--- src/rtl/rx_frame_collect_if.sv ---
// rx_frame_collect_if: per-bin sample bus from the FFT serial-to-parallel stage
// and the assembled-symbol valid/ready bus towards the demodulator.
// The master side is the surrounding system; the slave side is the collector.
interface rx_frame_collect_if #(
  parameter int DW   = 20,
  parameter int NBIN = 8
);
  logic [NBIN-1:0][DW-1:0] receive_sig_real;
  logic [NBIN-1:0][DW-1:0] receive_sig_imag;
  logic [NBIN-1:0]         Rx_tvalid;
  logic                    frame_ready;
  logic [NBIN-1:0][DW-1:0] frame_real;
  logic [NBIN-1:0][DW-1:0] frame_imag;
  logic                    frame_valid;
  logic [15:0]             frame_count;
  logic                    err_order;
  logic                    err_dup;
  logic                    frame_overrun;
  logic                    frame_timeout;

  modport master (
    output receive_sig_real, receive_sig_imag, Rx_tvalid, frame_ready,
    input  frame_real, frame_imag, frame_valid, frame_count,
    input  err_order, err_dup, frame_overrun, frame_timeout
  );

  modport slave (
    input  receive_sig_real, receive_sig_imag, Rx_tvalid, frame_ready,
    output frame_real, frame_imag, frame_valid, frame_count,
    output err_order, err_dup, frame_overrun, frame_timeout
  );
endinterface

--- src/rtl/rx_frame_collect.sv ---
// rx_frame_collect: gathers NBIN FFT bins into one receive symbol, checks bin
// order (ORDERED=1) or duplicates (ORDERED=0), and hands the symbol on through
// a one-deep valid/ready output buffer. Samples are passed through untouched.
// Optional feature macro FRAME_TIMEOUT_EN: when defined, a partial frame is
// dropped after TIMEOUT_CYC consecutive COLLECT cycles without an accepted bin;
// when undefined, frame_timeout is tied low and a partial frame waits forever.
module rx_frame_collect #(
  parameter int DW          = 20,
  parameter int NBIN        = 8,
  parameter int ORDERED     = 1,
  parameter int TIMEOUT_CYC = 64
) (
  input  logic              clk,
  input  logic              rstn,
  rx_frame_collect_if.slave bus
);
  localparam int IW = (NBIN > 1) ? $clog2(NBIN) : 1;
  localparam int CW = $clog2(NBIN + 1);

  typedef enum logic {IDLE, COLLECT} state_t;
  typedef logic [NBIN-1:0][DW-1:0] sym_t;

  state_t          state, state_n;
  logic [NBIN-1:0] mask, base_mask, hit_mask;
  sym_t            work_real, work_imag, merged_real, merged_imag;
  sym_t            out_real, out_imag;
  logic            out_valid;
  logic [15:0]     out_count;
  logic            err_order_q, err_dup_q, overrun_q, timeout_q;
  logic            any_hot, multi_hot;
  logic [IW-1:0]   bin_idx;
  logic [CW-1:0]   fill;
  logic            accept, discard, set_order, set_dup;
  logic            complete, load, overrun, timeout_hit;

  if (NBIN < 2 || TIMEOUT_CYC < 1) begin : g_bad_cfg
    $error("rx_frame_collect: NBIN must be >= 2 and TIMEOUT_CYC >= 1");
  end

  // State register: IDLE while no bins are held, COLLECT while a partial frame is pending
  always_ff @(posedge clk or negedge rstn) begin
    if (!rstn) state <= IDLE;
    else       state <= state_n;
  end

  // Strobe decode: single/multi-hot detection, bin index and number of bins already held
  always_comb begin
    any_hot   = |bus.Rx_tvalid;
    multi_hot = (bus.Rx_tvalid & (bus.Rx_tvalid - NBIN'(1))) != '0;
    bin_idx   = '0;
    for (int b = 0; b < NBIN; b++) begin
      if (bus.Rx_tvalid[b]) bin_idx = IW'(b);
    end
    fill = '0;
    for (int b = 0; b < NBIN; b++) begin
      fill = fill + CW'(mask[b]);
    end
  end

  // Control decode: accept/discard a bin, raise errors, detect completion and buffer hand-off
  always_comb begin
    accept    = 1'b0;
    discard   = 1'b0;
    set_order = 1'b0;
    set_dup   = 1'b0;
    if (any_hot) begin
      if (multi_hot) begin
        set_order = 1'b1;
        discard   = 1'b1;
      end else if (ORDERED != 0) begin
        if (fill == CW'(bin_idx)) begin
          accept = 1'b1;
        end else if (bin_idx == '0) begin
          set_order = 1'b1;
          discard   = 1'b1;
          accept    = 1'b1;
        end else begin
          set_order = 1'b1;
          discard   = 1'b1;
        end
      end else begin
        accept  = 1'b1;
        set_dup = mask[bin_idx];
      end
    end
    hit_mask  = accept ? (NBIN'(1) << bin_idx) : '0;
    base_mask = discard ? '0 : mask;
    complete  = accept && ((base_mask | hit_mask) == '1);
    load      = complete && (!out_valid || bus.frame_ready);
    overrun   = complete && out_valid && !bus.frame_ready;
  end

  // Next state: completion, timeout or discard return to IDLE; an accepted bin keeps collecting
  always_comb begin
    state_n = state;
    if (complete || timeout_hit) state_n = IDLE;
    else if (accept)             state_n = COLLECT;
    else if (discard)            state_n = IDLE;
  end

  // Working symbol with this cycle's bin merged in, so completion can load it directly
  always_comb begin
    merged_real = work_real;
    merged_imag = work_imag;
    if (accept) begin
      merged_real[bin_idx] = bus.receive_sig_real[bin_idx];
      merged_imag[bin_idx] = bus.receive_sig_imag[bin_idx];
    end
  end

  // Working buffer and received-bin mask
  always_ff @(posedge clk or negedge rstn) begin
    if (!rstn) begin
      work_real <= '0;
      work_imag <= '0;
      mask      <= '0;
    end else begin
      work_real <= merged_real;
      work_imag <= merged_imag;
      mask      <= (complete || timeout_hit) ? '0 : (base_mask | hit_mask);
    end
  end

  // Output buffer, symbol counter and registered one-cycle error pulses
  always_ff @(posedge clk or negedge rstn) begin
    if (!rstn) begin
      out_real    <= '0;
      out_imag    <= '0;
      out_valid   <= 1'b0;
      out_count   <= '0;
      err_order_q <= 1'b0;
      err_dup_q   <= 1'b0;
      overrun_q   <= 1'b0;
      timeout_q   <= 1'b0;
    end else begin
      if (load) begin
        out_real  <= merged_real;
        out_imag  <= merged_imag;
        out_valid <= 1'b1;
        out_count <= out_count + 16'd1;
      end else if (out_valid && bus.frame_ready) begin
        out_valid <= 1'b0;
      end
      err_order_q <= set_order;
      err_dup_q   <= set_dup;
      overrun_q   <= overrun;
      timeout_q   <= timeout_hit;
    end
  end

`ifdef FRAME_TIMEOUT_EN
  localparam int TW = $clog2(TIMEOUT_CYC + 1);
  logic [TW-1:0] idle_cnt;
  logic          idle_tick;

  assign idle_tick   = (state == COLLECT) && !accept && !discard;
  assign timeout_hit = idle_tick && (idle_cnt == TW'(TIMEOUT_CYC - 1));

  // Count consecutive COLLECT cycles without an accepted bin
  always_ff @(posedge clk or negedge rstn) begin
    if (!rstn) idle_cnt <= '0;
    else       idle_cnt <= (idle_tick && !timeout_hit) ? idle_cnt + TW'(1) : '0;
  end
`else
  assign timeout_hit = 1'b0;
`endif

  assign bus.frame_real    = out_real;
  assign bus.frame_imag    = out_imag;
  assign bus.frame_valid   = out_valid;
  assign bus.frame_count   = out_count;
  assign bus.err_order     = err_order_q;
  assign bus.err_dup       = err_dup_q;
  assign bus.frame_overrun = overrun_q;
  assign bus.frame_timeout = timeout_q;
endmodule

--- src/flat_wrapper.sv ---
// flat-port wrapper written by rule: the top's interface ports become plain ports
module rx_frame_collect_flat 
#(
  parameter int DW          = 20,
  parameter int NBIN        = 8,
  parameter int ORDERED     = 1,
  parameter int TIMEOUT_CYC = 64
)
  (clk, rstn, bus_receive_sig_real, bus_receive_sig_imag, bus_Rx_tvalid, bus_frame_ready, bus_frame_real, bus_frame_imag, bus_frame_valid, bus_frame_count, bus_err_order, bus_err_dup, bus_frame_overrun, bus_frame_timeout);
  rx_frame_collect_if #(.DW(DW), .NBIN(NBIN)) bus_i ();
  input  logic clk;
  input  logic rstn;
  input wire logic [$bits(bus_i.receive_sig_real)-1:0] bus_receive_sig_real;
  input wire logic [$bits(bus_i.receive_sig_imag)-1:0] bus_receive_sig_imag;
  input wire logic [$bits(bus_i.Rx_tvalid)-1:0] bus_Rx_tvalid;
  input wire logic [$bits(bus_i.frame_ready)-1:0] bus_frame_ready;
  output wire logic [$bits(bus_i.frame_real)-1:0] bus_frame_real;
  output wire logic [$bits(bus_i.frame_imag)-1:0] bus_frame_imag;
  output wire logic [$bits(bus_i.frame_valid)-1:0] bus_frame_valid;
  output wire logic [$bits(bus_i.frame_count)-1:0] bus_frame_count;
  output wire logic [$bits(bus_i.err_order)-1:0] bus_err_order;
  output wire logic [$bits(bus_i.err_dup)-1:0] bus_err_dup;
  output wire logic [$bits(bus_i.frame_overrun)-1:0] bus_frame_overrun;
  output wire logic [$bits(bus_i.frame_timeout)-1:0] bus_frame_timeout;
  assign bus_i.receive_sig_real = bus_receive_sig_real;
  assign bus_i.receive_sig_imag = bus_receive_sig_imag;
  assign bus_i.Rx_tvalid = bus_Rx_tvalid;
  assign bus_i.frame_ready = bus_frame_ready;
  assign bus_frame_real = bus_i.frame_real;
  assign bus_frame_imag = bus_i.frame_imag;
  assign bus_frame_valid = bus_i.frame_valid;
  assign bus_frame_count = bus_i.frame_count;
  assign bus_err_order = bus_i.err_order;
  assign bus_err_dup = bus_i.err_dup;
  assign bus_frame_overrun = bus_i.frame_overrun;
  assign bus_frame_timeout = bus_i.frame_timeout;
  rx_frame_collect #(.DW(DW), .NBIN(NBIN), .ORDERED(ORDERED), .TIMEOUT_CYC(TIMEOUT_CYC)) u_core (.clk(clk), .rstn(rstn), .bus(bus_i));
endmodule
--- config.mk ---
export PLATFORM = sky130hd
export DESIGN_NAME = rx_frame_collect_flat
export DESIGN_NICKNAME = d
export VERILOG_FILES = /design/src/rtl/rx_frame_collect_if.sv /design/src/rtl/rx_frame_collect.sv /design/src/flat_wrapper.sv
export SDC_FILE = /design/constraint.sdc
export NUM_CORES = 1
export LEC_CHECK = 0
export ABC_AREA = 0
export CORE_AREA = 5 5 296 298
export CTS_BUF_LIST = sky130_fd_sc_hd__clkbuf_8
export CTS_CLUSTER_DIAMETER = 80
export DETAILED_ROUTE_END_ITERATION = 10
export DIE_AREA = 0 0 301 303
export PLACE_DENSITY_LB_ADDON = 0.1
export SYNTH_ARGS = -nofsm -noshare
export SYNTH_HDL_FRONTEND = slang
export SYNTH_SLANG_ARGS = --single-unit
--- constraint.sdc ---
create_clock -name clk -period 8 [get_ports clk]
set_input_delay 1.6 -clock clk [delete_from_list [all_inputs] [get_ports clk]]
set_output_delay 1.6 -clock clk [all_outputs]
set_load 0.1 [all_outputs]
==> run metrics <==
status finished, final reports clean; Hold Buf Count CTS 0; area leader, netlist dfrtp_1; Layout area overhead 38.4%; Hold Path Origin u_core.work_imag[49]; Max H-tree Level 3; RR Startpoint u_core.mask[1]; # resized after CTS 0; synthesized cell area 26800 sq um; I/O pins 672; GRT overflow 0; placed cells 3848; Worst slew margin 19.2%; Worst Setup End Kind register; clock slew at reported path FFs 0.06 ns; critical path arrival 6.84 ns; layout cells sized above 1 16.2%; largest net degree at the start of global routing 142; vias per cell 4.86; fin cells 4043; placer congestion estimate 0.859; final hold vios 0; total power 7.11 mW; setup repair bufs after CTS 0; worst path required time 8.58 ns; Setup TNS 0 ns; drt first pass iters 6; largest cells by area after synthesis dfrtp_1 62%, mux2_2 9.2%, mux2_1 5.3%; core region area 84600 sq um; CTS Buf Count 112; final worst-path cycle share 78.3%; FILL cells 7979; DP HPWL 69300 microns; RSZ-0062 raised after global routing false; CP Launch Type register; Synth Warn # 0; Synth cell types 57; Leakage 17.4 nW; Cells after Synth 2144; worst setup path startpoint u_core.mask[1]; worst skew pair latency 0.72 ns; worst slew pin tran 1.21 ns; Die Span X 301 microns; via count 19600; register area share after synthesis 62.2%; die area 91200 sq um; Hold Path Class reg -> reg; CP max FO 71; # nets final 3157; number of synthesized flops with an enable pin 0; Initial Utilization 31.7%; clock skew 0.0475 ns; initial antenna violation count 7; sw frac 24.3%; DRT iter0 DRCs 1167; Core Util, Final 43.9%; final routed DRC violation total 0; Switch Pwr 1.73 mW; ANT nets after route 0; max-slew violations 0; Post-synth top flop dfrtp_1; Avg WL per Cell 24.6 microns; max cap viols 0; Worst Slack Setup Final 1.73 ns; placed cell area 34800 sq um; Root Driver clkbuf_8; hold slack 0.484 ns; Synth async-reset ratio 100%; final setup violation count 0; vias in the first global route 21100; clock power share 43.9%; fmax 0.160 GHz; input/output buffers 669; worst slack at placement 1.29 ns; mean post-synth cell area 12.5 sq um; finished layout cell area 37100 sq um; CTS sink cnt 667; Setup Crit Path Kind reg -> reg; first-pass GRT wire length 143000 microns; CTS tree built; DRT Wirelength 99300 microns; top cell type's share of synthesized area 62.2%; pwr dens 192 nW/um^2; worst vdd ir 0.119 mV; sequential power share 48.3%; Int Pwr 5.39 mW; FF+latch count, synth 667; Period minus WS final 6.27 ns; Site Rows 107; Die Ht 303 microns; combinational share of power 7.8%; total track usage 21.2%; CTS max path bufs 3
[power groups by stage]
stage | logic [mW] | registers [mW] | clock network [mW]
after floorplan | 0.189 | 3.49 | 0
after global placement | 0.558 | 3.50 | 0
after detailed placement | 0.568 | 3.50 | 0
after CTS | 0.570 | 3.44 | 3.23
after global routing | 0.609 | 3.44 | 3.37
final | 0.557 | 3.44 | 3.12
[area by class of cell]
class	count	area, sq um	area share (%)
diodes	3	7.51	0.0202
clock buffers	136	1870	5.04
clock inverters	56	428	1.15
inverters	13	48.8	0.131
multi-input cells	1315	9570	25.8
flip-flops and latches	667	16700	45.0
well taps	1144	1430	3.85
repair buffers	709	7080	19.1
[critical path, stage by stage, from the launching register on]
cell and delay [ns]:
dfrtp_1 0.41, ha_1 0.28, inv_1 0.04, fa_1 0.49
fa_1 0.43, fa_1 0.43, fa_1 0.50, xnor2_2 0.21
mux2i_1 0.18, a2111oi_4 0.75, a22o_1 0.49, o21a_1 0.38
nand3_4 0.62, buf_12 0.46, mux2_1 0.38
[worst paths after layout]
check	cells after the start	slack, ns	end
max in group asynchronous	3	5.24	u_core.work_real[35]
min in group asynchronous	1	0.86	u_core.work_imag[109]
min	2	0.48	u_core.work_imag[49]
max reg2reg	14	1.73	u_core.bus.frame_real[149]
min reg2reg	2	0.48	u_core.work_imag[49]
max	14	1.73	u_core.bus.frame_real[149]
[logic make-up after synthesis]
| kind of cell | after synthesis | synth area share (%) |
|---|---|---|
| muxes | 412 | 17.0 |
| DFF | 667 | 62.2 |
| and+or+nand+nor | 408 | 6.36 |
| other | 1 | 0.0140 |
| adders and majority gates | 8 | 0.485 |
| buffers and inverters | 163 | 2.56 |
| xor gates and xnor gates | 17 | 0.583 |
| AOI/OAI and AO/OA | 468 | 10.8 |
[cells in the final DEF, fill, tap and decap left out, types with 5 or more instances in the layout]
master / Yosys / routed
clkbuf_8: 0 / 136
nor2_1: 131 / 130
clkinv_2: 0 / 9
a32oi_1: 15 / 15
o211ai_1: 17 / 17
bufinv_16: 0 / 6
mux2i_1: 66 / 66
mux2_2: 219 / 219
nor2b_1: 7 / 5
and3_1: 7 / 6
buf_12: 0 / 7
a21oi_1: 144 / 143
buf_4: 3 / 35
o221a_2: 25 / 25
mux2_1: 127 / 127
and2_1: 5 / 5
dfrtp_1: 667 / 667
a222oi_1: 40 / 40
xor2_1: 9 / 9
o21ai_0: 203 / 203
nand4_1: 8 / 8
clkdlybuf4s50_1: 0 / 665
nand3_1: 5 / 5
nor3_1: 13 / 13
xnor2_1: 7 / 7
nand2_1: 215 / 213
inv_1: 13 / 49
[layer usage]
layer | wire length, microns | track usage, %
met5 | 0 | 0
met4 | 2290 | 5.76
met3 | 6350 | 4.95
met2 | 50300 | 37.3
met1 | 40300 | 26.2
[synthesized netlist by cell type (all sizes together), types with 9 or more instances]
master / count
a21oi: 145
a222oi: 40
a32oi: 15
buf: 56
clkbuf: 94
dfrtp: 667
inv: 13
mux2: 346
mux2i: 66
nand2: 215
nor2: 132
nor3: 13
o211ai: 17
o21ai: 208
o221a: 25
xor2: 9
[sequential cells by signal, indices dropped and copies added (netlist names)]
register                  cells
u_core.bus.frame_imag       160
u_core.bus.frame_real       160
u_core.work_imag            160
u_core.work_real            160
u_core.bus.frame_count       16
u_core.mask                   8
u_core.bus.err_order          1
u_core.bus.frame_overrun      1
u_core.bus.frame_valid        1
Power figures use the tool's default switching activity.
